===== src/rtl/wb_interconnect_nx.sv =====
// wb_interconnect_nx: single-master Wishbone B4 pipelined interconnect with base/mask decode; define WB_TIMEOUT_EN for a bus timeout.
module wb_interconnect_nx #(
  parameter int NUM_SLAVES = 4,
  parameter int ADDR_WIDTH = 32,
  parameter int DATA_WIDTH = 32,
  parameter logic [NUM_SLAVES*ADDR_WIDTH-1:0] SLAVE_BASE = {32'h3000_0000, 32'h2000_0000, 32'h1000_0000, 32'h0000_0000},
  parameter logic [NUM_SLAVES*ADDR_WIDTH-1:0] SLAVE_MASK = {4{32'hF000_0000}},
  parameter int TIMEOUT_CYCLES = 255,
  parameter logic [DATA_WIDTH-1:0] DEFAULT_DATA = 32'hDEAD_BEEF
) (
  input  logic                             clk,
  input  logic                             rst,
  input  logic                             i_wb_cyc,
  input  logic                             i_wb_stb,
  input  logic                             i_wb_we,
  input  logic [DATA_WIDTH/8-1:0]          i_wb_sel,
  input  logic [ADDR_WIDTH-1:0]            i_wb_addr,
  input  logic [DATA_WIDTH-1:0]            i_wb_data,
  output logic [DATA_WIDTH-1:0]            o_wb_data,
  output logic                             o_wb_ack,
  output logic                             o_wb_err,
  output logic                             o_wb_stall,
  output logic [NUM_SLAVES-1:0]            o_s_cyc,
  output logic [NUM_SLAVES-1:0]            o_s_stb,
  output logic                             o_s_we,
  output logic [DATA_WIDTH/8-1:0]          o_s_sel,
  output logic [ADDR_WIDTH-1:0]            o_s_addr,
  output logic [DATA_WIDTH-1:0]            o_s_data,
  input  logic [NUM_SLAVES*DATA_WIDTH-1:0] i_s_data,
  input  logic [NUM_SLAVES-1:0]            i_s_ack,
  input  logic [NUM_SLAVES-1:0]            i_s_stall
);
  localparam int SW = DATA_WIDTH / 8;
  localparam int IW = NUM_SLAVES > 1 ? $clog2(NUM_SLAVES) : 1;
  typedef enum logic [1:0] {IDLE, REQ, WAIT, ERR} state_t;
  state_t state_q, state_d;
  logic [IW-1:0] grant_q, grant_d, hit_idx;
  logic we_q, we_d;
  logic [SW-1:0] sel_q, sel_d;
  logic [ADDR_WIDTH-1:0] addr_q, addr_d;
  logic [DATA_WIDTH-1:0] wdata_q, wdata_d, rdata_q, rdata_d, g_data;
  logic ack_q, ack_d, err_q, err_d;
  logic [NUM_SLAVES-1:0] grant_oh;
  logic hit, busy, g_ack, g_stall, done, expired;
  always_comb begin
    hit = 1'b0;
    hit_idx = '0;
    for (int i = NUM_SLAVES - 1; i >= 0; i--)
      if ((i_wb_addr & SLAVE_MASK[i*ADDR_WIDTH +: ADDR_WIDTH]) == SLAVE_BASE[i*ADDR_WIDTH +: ADDR_WIDTH]) begin
        hit = 1'b1;
        hit_idx = IW'(i);
      end
  end
  assign busy = state_q == REQ || state_q == WAIT;
  assign grant_oh = NUM_SLAVES'(1) << grant_q;
  assign g_ack = i_s_ack[grant_q];
  assign g_stall = i_s_stall[grant_q];
  assign g_data = i_s_data[grant_q*DATA_WIDTH +: DATA_WIDTH];
  assign done = g_ack && (state_q == WAIT || !g_stall);
`ifdef WB_TIMEOUT_EN
  localparam int CW = $clog2(TIMEOUT_CYCLES + 1);
  logic [CW-1:0] cnt_q, cnt_d;
  assign cnt_d = busy ? cnt_q + 1'b1 : '0;
  assign expired = cnt_q == CW'(TIMEOUT_CYCLES - 1);
  always_ff @(posedge clk or negedge rst)
    if (!rst) cnt_q <= '0;
    else cnt_q <= cnt_d;
`else
  assign expired = 1'b0;
`endif
  always_comb begin
    state_d = state_q;
    grant_d = grant_q;
    we_d = we_q;
    sel_d = sel_q;
    addr_d = addr_q;
    wdata_d = wdata_q;
    rdata_d = rdata_q;
    ack_d = 1'b0;
    err_d = 1'b0;
    case (state_q)
      IDLE: if (i_wb_cyc && i_wb_stb) begin
        state_d = hit ? REQ : ERR;
        grant_d = hit_idx;
        we_d = i_wb_we;
        sel_d = i_wb_sel;
        addr_d = i_wb_addr;
        wdata_d = i_wb_data;
      end
      REQ, WAIT: if (!i_wb_cyc) state_d = IDLE;
      else if (done) begin
        state_d = IDLE;
        ack_d = 1'b1;
        rdata_d = g_data;
      end else if (expired) begin
        state_d = IDLE;
        err_d = 1'b1;
        rdata_d = DEFAULT_DATA;
      end else if (state_q == REQ && !g_stall) state_d = WAIT;
      ERR: begin
        state_d = IDLE;
        err_d = 1'b1;
        rdata_d = DEFAULT_DATA;
      end
      default: state_d = IDLE;
    endcase
  end
  always_ff @(posedge clk or negedge rst)
    if (!rst) begin
      state_q <= IDLE;
      grant_q <= '0;
      we_q <= 1'b0;
      sel_q <= '0;
      addr_q <= '0;
      wdata_q <= '0;
      rdata_q <= '0;
      ack_q <= 1'b0;
      err_q <= 1'b0;
    end else begin
      state_q <= state_d;
      grant_q <= grant_d;
      we_q <= we_d;
      sel_q <= sel_d;
      addr_q <= addr_d;
      wdata_q <= wdata_d;
      rdata_q <= rdata_d;
      ack_q <= ack_d;
      err_q <= err_d;
    end
  assign o_wb_data = rdata_q;
  assign o_wb_ack = ack_q;
  assign o_wb_err = err_q;
  assign o_wb_stall = state_q != IDLE;
  assign o_s_cyc = busy ? grant_oh : '0;
  assign o_s_stb = state_q == REQ ? grant_oh : '0;
  assign o_s_we = we_q;
  assign o_s_sel = sel_q;
  assign o_s_addr = addr_q;
  assign o_s_data = wdata_q;
endmodule


===== config.mk =====
export PLATFORM = sky130hd
export DESIGN_NAME = wb_interconnect_nx
export DESIGN_NICKNAME = d
export VERILOG_FILES = /design/src/rtl/wb_interconnect_nx.sv
export SDC_FILE = /design/constraint.sdc
export NUM_CORES = 1
export LEC_CHECK = 0
export CORE_MARGIN = 10
export CORE_UTILIZATION = 40
export DETAILED_ROUTE_END_ITERATION = 7
export MAX_ROUTING_LAYER = met4
export PLACE_DENSITY = 0.95
export RECOVER_POWER = 50
export SLEW_MARGIN = 40
export SYNTH_ARGS = -nofsm -noshare
export SYNTH_HDL_FRONTEND = slang
export SYNTH_SLANG_ARGS = --single-unit

===== constraint.sdc =====
create_clock -name clk -period 5 [get_ports clk]
set_input_delay 1.25 -clock clk [delete_from_list [all_inputs] [get_ports clk]]
set_output_delay 1.25 -clock clk [all_outputs]
set_load 0.01 [all_outputs]

**Word level (Yosys, flattened, before mapping)**

Index checks and enable logic that the tools add are counted.

- Register bits: 107
- Output and inout bits: 112
- Logic and storage cells: 63

- Reductions and logical operators: 14
- Eq/ne operators: 10
- Shifts and indexed selects: 2
- Magnitude comparators: 1
- Muxes and demuxes: 27

Operators with widths:

| cell | number |
|---|---|
| 128-bit by 8-bit variable part select with 32-bit output | 1 |
| 32-bit two-way mux | 2 |
| 32-bit one-hot mux with 2 select lines | 1 |
| 32-bit zero test | 1 |
| 2-bit two-way mux | 9 |
| 1-bit two-way mux | 10 |
| 4-bit by 2-bit equality test with 1-bit output (second input constant) | 2 |
| 4-bit two-way mux | 2 |
| 2-bit inequality test (second input constant) | 3 |
| 2-bit one-hot mux with 3 select lines | 1 |
| 1-bit binary-select mux with 2-bit select | 2 |
| 2-bit equality test (second input constant) | 2 |
| 4-bit by 1-bit equality test with 1-bit output (second input constant) | 1 |
| 4-bit inequality test (second input constant) | 1 |
| 2-bit AND reduction | 2 |
| 2-bit nonzero test | 2 |
| 1-bit by 2-bit left shift with 4-bit output (first input constant) | 1 |
| 1-bit logical AND | 3 |
| 2-bit by 3-bit less-than comparator with 1-bit output (second input constant) | 1 |
| 3-bit AND reduction | 1 |
| 2-bit by 1-bit equality test with 1-bit output (second input constant) | 1 |
| 2-bit zero test | 1 |
| 1-bit logical OR | 2 |
| 2-bit OR reduction | 1 |
| 1-bit zero test | 1 |

**Depth between registers and ports, before layout**

- Depth after elaboration: 8
- Mapped depth: 8
- Gate-level depth less buffers: 6

**Worst setup path before layout**

No wires, ideal clock.

- Path type: input -> register
- From: input i_s_ack[3]
- To: register rdata_q[10] (netlist: o_wb_data[10])
- Data arrival time: 2.430 ns
- Required time: 4.876 ns
- Slack: 2.446 ns
- Cell stages on the path: 6
- Path buffers: 2
- Setup time: 0.124 ns
- Cells stage by stage: mux4_2 > o221a_4 > a31o_1 > buf_6 > buf_6 > mux2i_1

- Word-level cells in the longest chain between the ends: 5

RTL lines:

| what | RTL line | source |
|---|---|---|
| start, declared | 30 | `input logic [NUM_SLAVES-1:0] i_s_ack,` |
| 1-bit binary-select mux with 2-bit select | 56 | `assign g_ack = i_s_ack[grant_q];` |
| 1-bit two-way mux (not written as such) | 56 |  |
| 1-bit logical AND | 59 | `assign done = g_ack && (state_q == WAIT \|\| !g_stall);` |
| 2-bit inequality test (no source line) | - |  |
| 3-bit AND reduction (no source line) | - |  |
| end signal, assigned | 126 | `rdata_q <= rdata_d;` |
| end, declared | 41 | `logic [DATA_WIDTH-1:0] wdata_q, wdata_d, rdata_q, rdata_d, g_data;` |

Every way passes these cells. The select of a mux whose other input is x is not followed.
A chain may end at the register's enable or synchronous reset.

**Final worst setup path**

- From: register state_q[0]
- To: output o_s_cyc[0]

- Word-level cells in the longest chain between the ends: 3
- Elaborated cells on any way between the ends: 4
- Those cells by class: 2 x eq/ne; 1 x mux; 1 x reduce/logical

RTL lines:

| what | RTL line | source |
|---|---|---|
| start, declared | 36 | `state_t state_q, state_d;` |
| start signal, assigned | 120 | `state_q <= state_d;` |
| 2-bit by 1-bit equality test with 1-bit output / 2-bit equality test (equally long branches) | 54 | `assign busy = state_q == REQ \|\| state_q == WAIT;` |
| 1-bit logical OR (*) | 54 |  |
| 4-bit two-way mux (*) | 134 | `assign o_s_cyc = busy ? grant_oh : '0;` |
| end, declared | 23 | `output logic [NUM_SLAVES-1:0] o_s_cyc,` |

Every way passes the cells marked *; elsewhere a longest branch is shown, timed or not.

==> flow_summary.ini <==
[critical_path]
cp_top_family = buffers and inverters
r2r_cells = 5
timing.rr.end = o_wb_data[13]
cpPeakStageDelay_ps = 580
path_class = reg -> out
crit_end = o_s_cyc[0]
crit_path_top_delay_cell = clkdlybuf4s50_1
path_max_fanout = 8
r2r-start = grant_q[0]
rrSetupSlack_ps = 2280
cp_cell_sequence = inv_1 > ha_1 > nor3b_1 > clkdlybuf4s50_1
path_buf_inv = 2
cp.required_ps = 3750
startpoint = state_q[0]
worstPathArrival_ps = 2080
endpoint_kind = primary output
worst_setup_path_start_kind = flip-flop
path_depth = 4

[route]
wirelength_mm = 20.1
first_pass_iters = 4
drc = 0
drt_iter0_drc = 198
vias_per_cell = 5.06
ant_nets = 0
num_vias = 4401
wire_per_inst_um = 23.1

[clock_tree]
root_buffer = clkbuf_16
clkLatencyLatePin_ps = 350
cts_setup_buffers = 0
h-tree-depth = 3
cts_tree = built
cts_inserted_buffers = 9
clock-sinks = 107
cts_hold_buf = 0
post_cts_resized = 0
cts_buffer_depth = 2
clk_pin_slew_ps = 70

[floorplanning]
start_util_pct = 41.1
die_h_um = 134
dieArea_sq_um = 18100
dieWidth_um = 134
fp.coreArea_sq_um = 12700
num_rows = 41
io_pins = 321

[layout]
final_cell_mix = clkdlybuf4s50_1, dfrtp_1, mux2_2
final_cells = 869
final_util_pct = 70.0
stdcell_area_sq_um = 8910
layout_commonest_cell = clkdlybuf4s50_1
antenna_cells = 0
drive_above_1_share_pct = 18.7
syn_to_final_growth_pct = 70.2
final_nets = 906

[global_routing]
overflow = 0
grt_max_degree = 82
grt_pass1_wl_mm = 30.3
grt_pass1_vias = 5093
grt_usage_pct = 22.4
antenna_found_initial = 0

[logic_synthesis]
synth_nets = 594
synth_seq_area_share_pct = 51.2
synth_area_leaders = dfrtp_1, mux2_2, mux4_2, mux2i_1, inv_1
yosysWarnings = 0
synth_area_leader_cell = dfrtp_1
syn_avg_cell_area_sq_um = 13.8
yosys_register_bits = 107
mappedNetlistArea_sq_um = 5230
synth_cells = 380
yosysUniqueCellTypes = 28
synth_top_area_share_pct = 51.2

[timing]
final.min_clock_period_ps = 3330
setup_viol = 0
worst_pin_slew_ps = 2290
fin_setup_tns_ps = 0
relSlewSlack_pct = -53.0
fin_crit_sh_pct = 66.7
setup_slack_ps = 1670
rsz0062_at_grt = no
fin_skew_ps = 3.61
fmax_mhz = 300
worst_hold_slack_ps = 499
hold_viol = 0
finalMaxSlewViolations = 40

[place]
post-dp-hpwl_mm = 16.3
dp_slack_ps = 1770
placed_area_sq_um = 8600
gp_congestion = 0.903
port_buffers = 320
place_inst = 852

[pwr]
cellLeakagePower_nw = 3.72
power_density_nw_per_um2 = 535
irDropWorstVdd_v = 0.000305
power_mw = 4.76

[outcome]
violations = capacitance limit, slew limit
status = finished with violations

[flow_run]
max-cap-violations = 1

[worst_hold_path]
min_path_type = reg -> reg
==> where the power goes <==
| group | switching [mW] | leakage (nW) | internal [mW] |
|---|---|---|---|
| combinational | 1.06 | 2.31 | 1.43 |
| clock | 0.325 | 0.146 | 0.392 |
| sequential | 0.275 | 1.27 | 1.29 |
| total | 1.65 | 3.72 | 3.11 |
==> layer usage <==
layer | wire (um) | vias to the layer above | part of all wire (%) | track usage (%)
met5 | 0 | - | 0 | -
met4 | 433 | 0 | 2.2 | 7.01
met3 | 1780 | 30 | 8.9 | 7.65
met2 | 10700 | 234 | 53 | 39.7
met1 | 7170 | 2168 | 36 | 23.0
li1 | - | 1969 | - | -
==> cell usage after synthesis (all sizes together) <==
| library cell | count |
|---|---|
| o221a | 1 |
| mux4 | 34 |
| o221ai | 1 |
| nand2 | 10 |
| o21ai | 3 |
| buf | 9 |
| or2 | 1 |
| inv | 43 |
| mux2 | 70 |
| or3b | 1 |
| dfrtp | 107 |
| and3 | 3 |
| nor3b | 3 |
| nand3 | 1 |
| and3b | 2 |
| nand2b | 1 |
| clkbuf | 16 |
| o31a | 1 |
| a31o | 1 |
| o31ai | 1 |
| mux2i | 29 |
| o22ai | 8 |
| ha | 5 |
| nor2 | 27 |
| nor2b | 2 |
==> registers in the layout, indices dropped and copies added, names as in the netlist <==
name       cells
o_s_addr      32
o_s_data      32
o_wb_data     32
o_s_sel        4
grant_q        2
state_q        2
o_s_we         1
o_wb_ack       1
o_wb_err       1
==> kinds of logic (layout without fill, tap and decap cells) <==
logic type / Yosys count / in the layout / share of synthesized area (%)
AO/OA/AOI/OAI: 16 / 16 / 2.27
multiplexers: 133 / 133 / 35.2
flip-flops: 107 / 107 / 51.2
buffers and inverters: 68 / 385 / 5.62
AND/OR/NAND/NOR: 51 / 51 / 4.52
adder cells (fa/ha/maj): 5 / 5 / 1.20
==> how the worst min path moves through the flow <==
stage	from	endpoint	slack [ps]	depth (start not counted)
after floorplan	state_q[0]	state_q[0]	520	1
after global placement	o_s_data[31]	o_s_data[31]	490	1
after detailed placement	o_s_addr[10]	o_s_addr[10]	490	1
after CTS	o_s_addr[8]	o_s_addr[8]	510	1
after global routing	o_s_addr[26]	o_s_addr[26]	520	1
final	o_s_addr[26]	o_s_addr[26]	500	1
==> cell type report <==
cell class	instances	area, sq um
tap	172	215
clock inverter	7	77.6
fill	898	3810
timing repair buffer	326	3270
sequential	107	2680
multi-input combinational	205	2280
clock buffer	9	225
inverter	43	161
Note: power is estimated with default switching activity, not from simulation.
